### config.mk
export PLATFORM = sky130hd
export DESIGN_NAME = mem_arbiter
export DESIGN_NICKNAME = d
export VERILOG_FILES = /design/src/rtl/mem_arb_pkg.sv /design/src/rtl/mem_arbiter.sv
export SDC_FILE = /design/constraint.sdc
export NUM_CORES = 1
export LEC_CHECK = 0
export CORE_ASPECT_RATIO = 0.75
export CORE_UTILIZATION = 31
export DETAILED_ROUTE_END_ITERATION = 10
export GPL_TIMING_DRIVEN = 0
export PLACE_DENSITY = 0.63
export SLEW_MARGIN = 20
export SYNTH_ARGS = -nofsm -noshare
export SYNTH_HDL_FRONTEND = slang
export SYNTH_SLANG_ARGS = --single-unit
### constraint.sdc
create_clock -name CLK -period 4 [get_ports CLK]
set_clock_uncertainty 0.05 [all_clocks]
set_input_delay 0.8 -clock CLK [delete_from_list [all_inputs] [get_ports CLK]]
set_output_delay 0.8 -clock CLK [all_outputs]
set_load 0.05 [all_outputs]
### src/rtl/mem_arb_pkg.sv
// ============================================================================
// Package  : mem_arb_pkg
// Purpose  : FSM state encoding, op codes and port ids shared by mem_arbiter.
// Revision : 1.0 - initial release
// ============================================================================
`default_nettype none

package mem_arb_pkg;

    localparam logic [1:0] ST_IDLE = 2'd0;
    localparam logic [1:0] ST_BUSY = 2'd1;
    localparam logic [1:0] ST_RESP = 2'd2;

    localparam logic [1:0] OP_NONE = 2'b00;
    localparam logic [1:0] OP_A    = 2'b01;
    localparam logic [1:0] OP_B    = 2'b10;

    localparam logic PORT_IF = 1'b0;
    localparam logic PORT_D  = 1'b1;

    function automatic logic op_active(input logic [1:0] op);
        return (op == OP_A) || (op == OP_B);
    endfunction

endpackage

`default_nettype wire

### src/rtl/mem_arbiter.sv
// ============================================================================
// Module   : mem_arbiter
// Purpose  : Arbitrates an instruction-fetch port and a data port onto a single
//            multi-cycle memory controller, with fetch starvation protection.
// Revision : 1.0 - initial release
// ============================================================================
`default_nettype none

module mem_arbiter
    import mem_arb_pkg::*;
#(
    parameter int ACCESS_CYCLES = 2,
    parameter int STARVE_LIMIT  = 4
) (
    input  logic        CLK,
    input  logic        RST,

    input  logic        if_req,
    input  logic [15:0] if_addr,
    output logic [15:0] if_data,
    output logic        if_ack,

    input  logic [1:0]  d_memRead,
    input  logic [1:0]  d_memWrite,
    input  logic [15:0] d_addr,
    input  logic [15:0] d_wdata,
    output logic [15:0] d_rdata,
    output logic        d_ack,

    output logic        stall,

    output logic [15:0] mc_address,
    output logic [15:0] mc_dataIn,
    output logic [1:0]  mc_memRead,
    output logic [1:0]  mc_memWrite,
    input  logic [15:0] mc_dataOut
);

    localparam int CW = (ACCESS_CYCLES > 1) ? $clog2(ACCESS_CYCLES) : 1;
    localparam int SW = $clog2(STARVE_LIMIT + 1);

    localparam logic [CW-1:0] CNT_LOAD   = CW'(ACCESS_CYCLES - 1);
    localparam logic [SW-1:0] STREAK_MAX = SW'(STARVE_LIMIT);

    logic [1:0]    state_q,  state_d;
    logic [CW-1:0] cnt_q,    cnt_d;
    logic [SW-1:0] streak_q, streak_d;
    logic          port_q,   port_d;
    logic [15:0]   addr_q,   addr_d;
    logic [15:0]   wdata_q,  wdata_d;
    logic [1:0]    rd_q,     rd_d;
    logic [1:0]    wr_q,     wr_d;
    logic [15:0]   if_data_q, if_data_d;
    logic [15:0]   d_rdata_q, d_rdata_d;
    logic          if_ack_q, if_ack_d;
    logic          d_ack_q,  d_ack_d;

    logic          d_valid;
    logic          grant_if;

    // Data port normally wins; fetch wins only once the data streak has saturated.
    function automatic logic grant_fetch(input logic          req_if,
                                         input logic          req_d,
                                         input logic [SW-1:0] streak);
        return req_if && (!req_d || (streak == STREAK_MAX));
    endfunction

    assign d_valid = (op_active(d_memRead)  && (d_memWrite == OP_NONE)) ||
                     (op_active(d_memWrite) && (d_memRead  == OP_NONE));

    assign grant_if = grant_fetch(if_req, d_valid, streak_q);

    always_comb begin
        state_d   = state_q;
        cnt_d     = cnt_q;
        streak_d  = streak_q;
        port_d    = port_q;
        addr_d    = addr_q;
        wdata_d   = wdata_q;
        rd_d      = rd_q;
        wr_d      = wr_q;
        if_data_d = if_data_q;
        d_rdata_d = d_rdata_q;
        if_ack_d  = 1'b0;
        d_ack_d   = 1'b0;

        case (state_q)
            ST_IDLE: begin
                if (if_req || d_valid) begin
                    state_d = ST_BUSY;
                    cnt_d   = CNT_LOAD;
                    if (grant_if) begin
                        port_d   = PORT_IF;
                        addr_d   = if_addr;
                        rd_d     = OP_A;
                        wr_d     = OP_NONE;
                        streak_d = '0;
                    end else begin
                        port_d  = PORT_D;
                        addr_d  = d_addr;
                        wdata_d = d_wdata;
                        rd_d    = d_memRead;
                        wr_d    = d_memWrite;
                        if (!if_req) begin
                            streak_d = '0;
                        end else if (streak_q != STREAK_MAX) begin
                            streak_d = streak_q + 1'b1;
                        end
                    end
                end
            end

            ST_BUSY: begin
                if (cnt_q == '0) begin
                    state_d = ST_RESP;
                end else begin
                    cnt_d = cnt_q - 1'b1;
                end
            end

            ST_RESP: begin
                state_d = ST_IDLE;
                if (port_q == PORT_IF) begin
                    if_data_d = mc_dataOut;
                    if_ack_d  = 1'b1;
                end else begin
                    // A data write completes without disturbing the last read word.
                    if (rd_q != OP_NONE) begin
                        d_rdata_d = mc_dataOut;
                    end
                    d_ack_d = 1'b1;
                end
            end

            default: begin
                state_d = ST_IDLE;
            end
        endcase
    end

    always_ff @(posedge CLK) begin
        if (!RST) begin
            state_q   <= ST_IDLE;
            cnt_q     <= '0;
            streak_q  <= '0;
            port_q    <= PORT_IF;
            addr_q    <= '0;
            wdata_q   <= '0;
            rd_q      <= OP_NONE;
            wr_q      <= OP_NONE;
            if_data_q <= '0;
            d_rdata_q <= '0;
            if_ack_q  <= 1'b0;
            d_ack_q   <= 1'b0;
        end else begin
            state_q   <= state_d;
            cnt_q     <= cnt_d;
            streak_q  <= streak_d;
            port_q    <= port_d;
            addr_q    <= addr_d;
            wdata_q   <= wdata_d;
            rd_q      <= rd_d;
            wr_q      <= wr_d;
            if_data_q <= if_data_d;
            d_rdata_q <= d_rdata_d;
            if_ack_q  <= if_ack_d;
            d_ack_q   <= d_ack_d;
        end
    end

    assign mc_address  = addr_q;
    assign mc_dataIn   = wdata_q;
    assign mc_memRead  = (state_q == ST_BUSY) ? rd_q : OP_NONE;
    assign mc_memWrite = (state_q == ST_BUSY) ? wr_q : OP_NONE;

    assign if_data = if_data_q;
    assign if_ack  = if_ack_q;
    assign d_rdata = d_rdata_q;
    assign d_ack   = d_ack_q;

    assign stall = (if_req & ~if_ack_q) | (d_valid & ~d_ack_q);

endmodule

`default_nettype wire

==> results of run 1 <==
layout make-up:
type                            instances  area, um^2  share of cell area [%]
Buffer                                 21       131.4                   2.629
Inverter                                8       30.03                  0.6009
Tap cell                              132       165.2                   3.305
Clock inverter                          4       47.55                  0.9514
Timing Repair Buffer                  141        1411                   28.24
Sequential cell                        77        1541                   30.85
Multi-Input combinational cell        251        1418                   28.37
Clock buffer                           11       252.7                   5.058
through the flow:
step,setup WS (ns),util [%]
global route,0.2040,51.33
finish,0.2942,51.33
detailed placement,0.2739,48.25
CTS,0.2724,51.33
floorplan,1.107,-
global placement,0.2983,48.25
kinds of logic (layout without fill, tap and decap cells):
logic type | Yosys count | count (layout) | share of synthesized area, %
AO/OA/AOI/OAI | 94 | 94 | 17.84
AND/OR/NAND/NOR | 137 | 137 | 20.85
adder cells (fa/ha/maj) | 4 | 4 | 1.604
multiplexers | 16 | 16 | 5.132
flip-flops | 77 | 77 | 49.40
buffers and inverters | 29 | 185 | 5.172
worst reg2reg max path: cells and delay by family (launching register included):
| family | cells | cell delay, ns |
|---|---|---|
| AO/OA/AOI/OAI | 2 | 0.42 |
| flip-flops | 1 | 0.38 |
| buffers and inverters | 2 | 0.34 |
| AND/OR/NAND/NOR | 2 | 0.26 |
| adder cells (fa/ha/maj) | 1 | 0.23 |
worst paths after layout:
check / from / to / slack (ns) / cells after the start
worst max-delay path: d_memWrite[0] / stall / 0.29 / 6
worst min-delay path: if_data[8]$_SDFFE_PN0P_ / if_data[8]$_SDFFE_PN0P_ / 0.40 / 2
worst max register to register: streak_q[0]$_SDFFE_PN0P_ / mc_address[6]$_SDFFE_PN0P_ / 2.25 / 7
worst min register to register: if_data[8]$_SDFFE_PN0P_ / if_data[8]$_SDFFE_PN0P_ / 0.40 / 2
layer usage:
| metal | vias up | global-route usage (%) | share of wire [%] |
|---|---|---|---|
| met4 | 0 | 6.061 | 1.4 |
| met3 | 12 | 7.844 | 8.3 |
| li1 | 1507 | - | - |
| met2 | 110 | 26.74 | 42 |
| met5 | - | 0 | 0 |
| met1 | 1362 | 22.16 | 49 |
where the power goes:
group | total (mW) | internal, mW | switching [mW]
logic | 0.470 | 0.189 | 0.281
registers | 0.841 | 0.814 | 0.0272
clock network | 0.819 | 0.511 | 0.307
cell usage in the layout, fill, tap and decap left out, types with 8 or more instances in the layout:
master           instances
clkdlybuf4s50_1        141
nand2_1                 86
dfxtp_1                 77
a21oi_1                 50
nor2b_1                 17
mux2i_1                 16
a21boi_0                15
o21ai_0                 14
clkbuf_1                 9
nand3_1                  9
clkbuf_16                9
inv_1                    8
nor2_1                   8
sequential cells by signal, indices dropped and copies added (netlist names):
name	count
state_q	2
mc_dataIn	16
wr_q	2
d_rdata	16
rd_q	2
mc_address	16
port_q	1
if_ack	1
d_ack	1
cnt_q	1
streak_q	3
if_data	16
==> metrics.md, run 1 <==
| Metric | Value |
|---|---|
| Outcome | `complete, no violations` |
| Critical Path RT | `3.15 ns` |
| Buf/Inv on CP | `3` |
| Final TNS setup | `0 ns` |
| Top post-synthesis cells by count | `nand2_1 (86), dfxtp_1 (77), a21oi_1 (50)` |
| Clock Tree Buf Depth | `2` |
| Warnings, synthesis | `0` |
| Initial DRC count | `133` |
| Count leader, synth | `nand2_1` |
| Routed length per instance | `13.73 um` |
| WS Path Type | `in2out` |
| Critical Path Start Type | `input pin` |
| Max frequency | `269.8 MHz` |
| CTS tree | `done` |
| Final worst-path cycle share | `92.65%` |
| Worst-case vdd ir drop | `0.0002203 V` |
| CP most frequent cell | `clkdlybuf4s50_1` |
| Ant diodes | `0` |
| Cell row count | `31` |
| Fin. max-slew vios | `0` |
| Vias/cell | `4.637` |
| Die height | `88.89 um` |
| Worst path cell trace | `clkdlybuf4s50_1, inv_1, ha_1, a22oi_1, o22ai_1, clkdlybuf4s50_1` |
| CTS root buf | `clkbuf_16` |
| Post-synth cell types | `37` |
| Synth Register Bits | `77` |
| Fin crit period | `3.706 ns` |
| PwrDens | `426.2 nW/um^2` |
| Total track usage | `17.54%` |
| Synth top area share | `49.40%` |
| Unrepaired setup endpoints after global routing | `false` |
| Number of synthesized flops with an enable pin | `0` |
| Slowest cell delay on critical path | `0.74 ns` |
| Gpl congestion | `0.7786` |
| Max Cap Violations | `0` |
| GRT overflow | `0` |
| Leakage Power | `1.810 nW` |
| Port-buffer cells | `141` |
| CTS sink count | `77` |
| Final ANT Viol Nets | `0` |
| Hpwl dp | `6463 um` |
| Crit end category | `output port` |
| Prevailing post-synth register cell | `dfxtp_1` |
| Core Region | `9736 um^2` |
| First-pass DRT Iterations | `5` |
| DIE AREA | `10480 um^2` |
| Post-layout instance area | `4997 um^2` |
| Cell count after synthesis | `357` |
| # IOs | `142` |
| Routed WL | `8858 um` |
| Slowest-stage cell, CP | `clkdlybuf4s50_1` |
| Postcts setup bufs | `0` |
| Slew of the pin with the lowest slew margin | `0.5393 ns` |
| Ys async rst share | `0%` |
| Net count after synthesis | `432` |
| Clock buffer count from CTS | `9` |
| Die W | `117.9 um` |
| Starting Density | `32.05%` |
| # setup viols final | `0` |
| DR vias | `2991` |
| Hold Crit Class | `reg2reg` |
| Synth Area per Inst | `8.741 um^2` |
| Fraction of layout cells with a size suffix above 1 | `7.018%` |
| Seq/Total Area, Yosys | `49.40%` |
| H-tree depth | `3` |
| Placed inst area | `4697 um^2` |
| CTS resizes | `0` |
| Largest delay contributor family on the critical path | `buffers and inverters` |
| Filler cell count | `926` |
| CTS Hold Buffers Added | `0` |
| Power Total | `2.130 mW` |
| DR DRC count | `0` |
| Largest net degree at the start of global routing | `13` |
| Critical Path AT | `2.86 ns` |
| Area leader, netlist | `dfxtp_1` |
| Slew HR | `63.93%` |
| Vias in the first global route | `2748` |
| Clock slew at reported path FFs | `0.06 ns` |
| Hold Fails Final Rpt | `0` |
| Top post-synthesis cells by area | `dfxtp_1 (49%), nand2_1 (10%), a21oi_1 (8.0%)` |
| Skew-Pair Late Insertion Delay | `0.33 ns` |
| Worst-path maximum fanout | `3` |
| Post-Layout Cell Count | `645` |
| Initial antenna violation count | `0` |
| Nets | `584` |
| Worst hold margin | `0.4038 ns` |
| Cells after DPL | `630` |
| First-pass GRT wire length | `14020 um` |
| Area Overhead vs Synth | `60.14%` |
| Syn Std Cell Area | `3120 um^2` |
(Power assumes the default switching activity.)
==> inputs of run 2 (changes only) <==
CORE_UTILIZATION = 35   (was 31)
PLACE_DENSITY = 0.69   (was 0.63)
==> run 2 against run 1 <==
Effect of this change: global-route usage is 1.7 points higher; clock power rose by 28%; register-to-register slack got worse by 0.04 ns; flip-flop and latch count is the same; utilization grew 7.7 points; total power grew 11%; combinational power is essentially flat; critical path depth unchanged; clock-buffer cell count fell by 1; the flow now finishes with violations (design-rule violations); sequential share of layout area is 0.35 points lower; die area shrank 11%; highest routed layer unchanged; critical endpoint unchanged; via count fell by 1.1%.
==> metrics.md, run 2 (synthesis gave the netlist of run 1 again) <==
| Metric | Value |
|---|---|
| Ant diodes | `0 (unchanged)` |
| PwrDens | `467.9 nW/um^2 (was 426.2 nW/um^2)` |
| Worst hold margin | `0.4042 ns (was 0.4038 ns)` |
| Slew HR | `62.96% (was 63.93%)` |
| Fin crit period | `3.708 ns (was 3.706 ns)` |
| WS Path Type | `in2out (unchanged)` |
| FF-to-FF setup slack | `2.21 ns (was 2.25 ns)` |
| CTS root buf | `clkbuf_16 (unchanged)` |
| Core Region | `8563 um^2 (was 9736 um^2)` |
| Area Overhead vs Synth | `61.99% (was 60.14%)` |
| Clock slew at reported path FFs | `0.06 ns (about the same)` |
| Worst-case vdd ir drop | `0.0003039 V (was 0.0002203 V)` |
| Leakage Power | `1.849 nW (was 1.810 nW)` |
| CTS Hold Buffers Added | `0 (unchanged)` |
| Clock buffer count from CTS | `9 (unchanged)` |
| Starting Density | `36.44% (was 32.05%)` |
| Reg2reg start | `streak_q[0]$_SDFFE_PN0P_ (unchanged)` |
| Final TNS setup | `0 ns (unchanged)` |
| Skew-Pair Late Insertion Delay | `0.33 ns (about the same)` |
| Fin. max-slew vios | `0 (unchanged)` |
| Die height | `83.78 um (was 88.89 um)` |
| # IOs | `142 (unchanged)` |
| Routed WL | `8714 um (was 8858 um)` |
| Die W | `111.0 um (was 117.9 um)` |
| First-pass GRT wire length | `14040 um (was 14020 um)` |
| Vias/cell | `4.756 (was 4.637)` |
| Nets | `584 (unchanged)` |
| Total track usage | `19.22% (was 17.54%)` |
| Port-buffer cells | `141 (unchanged)` |
| Placed inst area | `4667 um^2 (was 4697 um^2)` |
| Worst-path maximum fanout | `3 (unchanged)` |
| Hold Crit Class | `reg2reg (unchanged)` |
| Failing checks | `design-rule violations` |
| Final worst-path cycle share | `92.69% (was 92.65%)` |
| Fraction of layout cells with a size suffix above 1 | `7.004% (was 7.018%)` |
| Crit path from | `d_memRead[0] (was d_memWrite[0])` |
| Initial antenna violation count | `0 (unchanged)` |
| Initial DRC count | `121 (was 133)` |
| DR DRC count | `18 (was 0)` |
| Crit end category | `output port (unchanged)` |
| CTS resizes | `0 (unchanged)` |
| CTS sink count | `77 (unchanged)` |
| Post-Layout Cell Count | `622 (was 645)` |
| Max frequency | `269.7 MHz (was 269.8 MHz)` |
| Post-layout instance area | `5055 um^2 (was 4997 um^2)` |
| Critical Path RT | `3.15 ns (about the same)` |
| Critical Path Start Type | `input pin (unchanged)` |
| Routed length per instance | `14.01 um (was 13.73 um)` |
| Postcts setup bufs | `0 (unchanged)` |
| Vias in the first global route | `2902 (was 2748)` |
| GRT overflow | `0 (unchanged)` |
| # setup viols final | `0 (unchanged)` |
| Most common cell after layout, fill and taps aside | `clkdlybuf4s50_1 (unchanged)` |
| CP endpoint | `stall (unchanged)` |
| Max Cap Violations | `0 (unchanged)` |
| Outcome | `finished, violations left (was complete, no violations)` |
| CTS tree | `done (unchanged)` |
| Slew of the pin with the lowest slew margin | `0.5539 ns (was 0.5393 ns)` |
| Gpl congestion | `0.8288 (was 0.7786)` |
| DIE AREA | `9302 um^2 (was 10480 um^2)` |
| R2R Path End | `mc_address[13]$_SDFFE_PN0P_ (was mc_address[6]$_SDFFE_PN0P_)` |
| Clock Tree Buf Depth | `2 (unchanged)` |
| Critical Path AT | `2.86 ns (about the same)` |
| Reg2Reg Depth | `7 (unchanged)` |
| Hold Fails Final Rpt | `0 (unchanged)` |
| Hpwl dp | `6467 um (was 6463 um)` |
| Final ANT Viol Nets | `0 (unchanged)` |
| Unrepaired setup endpoints after global routing | `false (unchanged)` |
| DR vias | `2958 (was 2991)` |
| Most frequent cells in the layout | `clkdlybuf4s50_1 (141), nand2_1 (86), dfxtp_1 (77) (unchanged)` |
| Cells after DPL | `606 (was 630)` |
| H-tree depth | `3 (unchanged)` |
| Largest net degree at the start of global routing | `14 (was 13)` |
| Cell row count | `29 (was 31)` |
| First-pass DRT Iterations | `7 (was 5)` |
## run 2: layout make-up
cell class	instances	area (um^2)
plain buffers	21	131.4
fillers	782	3508
repair buffers	141	1411
well taps	108	135.1
multi-input cells	251	1418
inverters	8	30.03
clock inverters	6	158.9
clock buffers	10	229.0
flip-flops and latches	77	1541
## run 2: metal layers
| layer | share of wire, % | routed length (um) | global-route usage, % | up-vias |
|---|---|---|---|---|
| li1 | - | - | - | 1497 |
| met1 | 48 | 4193 | 24.62 | 1355 |
| met2 | 43 | 3745 | 29.67 | 99 |
| met3 | 8.5 | 740 | 8.569 | 7 |
| met4 | 0.40 | 35 | 4.423 | 0 |
| met5 | 0 | 0 | 0 | - |
## run 2: critical path: stages
cell and delay [ns]:
clkdlybuf4s50_1 0.47, inv_1 0.06, ha_1 0.34, a22oi_1 0.35
o22ai_1 0.11, clkdlybuf4s50_1 0.73
## run 2: power breakdown
group          total [mW]  switching [mW]  internal, mW
Combinational       0.468           0.280         0.189
Sequential          0.842          0.0284         0.814
Clock                1.05           0.318         0.737
## run 2: metrics by stage
| stage | total power [mW] | utilization, % | setup slack (ns) |
|---|---|---|---|
| 6_report | 2.365 | 59.03 | 0.2925 |
| 3_3_place_gp | 1.322 | 54.50 | 0.3074 |
| 3_5_place_dp | 1.328 | 54.50 | 0.3154 |
| 2_1_floorplan | 1.131 | - | 1.107 |
| 5_1_grt | 2.457 | 59.03 | 0.2079 |
| 4_1_cts | 2.392 | 59.03 | 0.3102 |
## run 2: worst min path at each step
stage | cells past startpoint | to | slack (ns) | startpoint
global placement | 2 | wr_q[0]$_SDFFE_PN0P_ | 0.39 | wr_q[0]$_SDFFE_PN0P_
global route | 2 | wr_q[1]$_SDFFE_PN0P_ | 0.42 | wr_q[1]$_SDFFE_PN0P_
CTS | 2 | wr_q[0]$_SDFFE_PN0P_ | 0.40 | wr_q[0]$_SDFFE_PN0P_
floorplan | 1 | state_q[1]$_SDFFE_PN0P_ | 0.37 | cnt_q$_SDFFE_PN0P_
detailed placement | 2 | wr_q[0]$_SDFFE_PN0P_ | 0.39 | wr_q[0]$_SDFFE_PN0P_
finish | 2 | wr_q[0]$_SDFFE_PN0P_ | 0.40 | wr_q[0]$_SDFFE_PN0P_
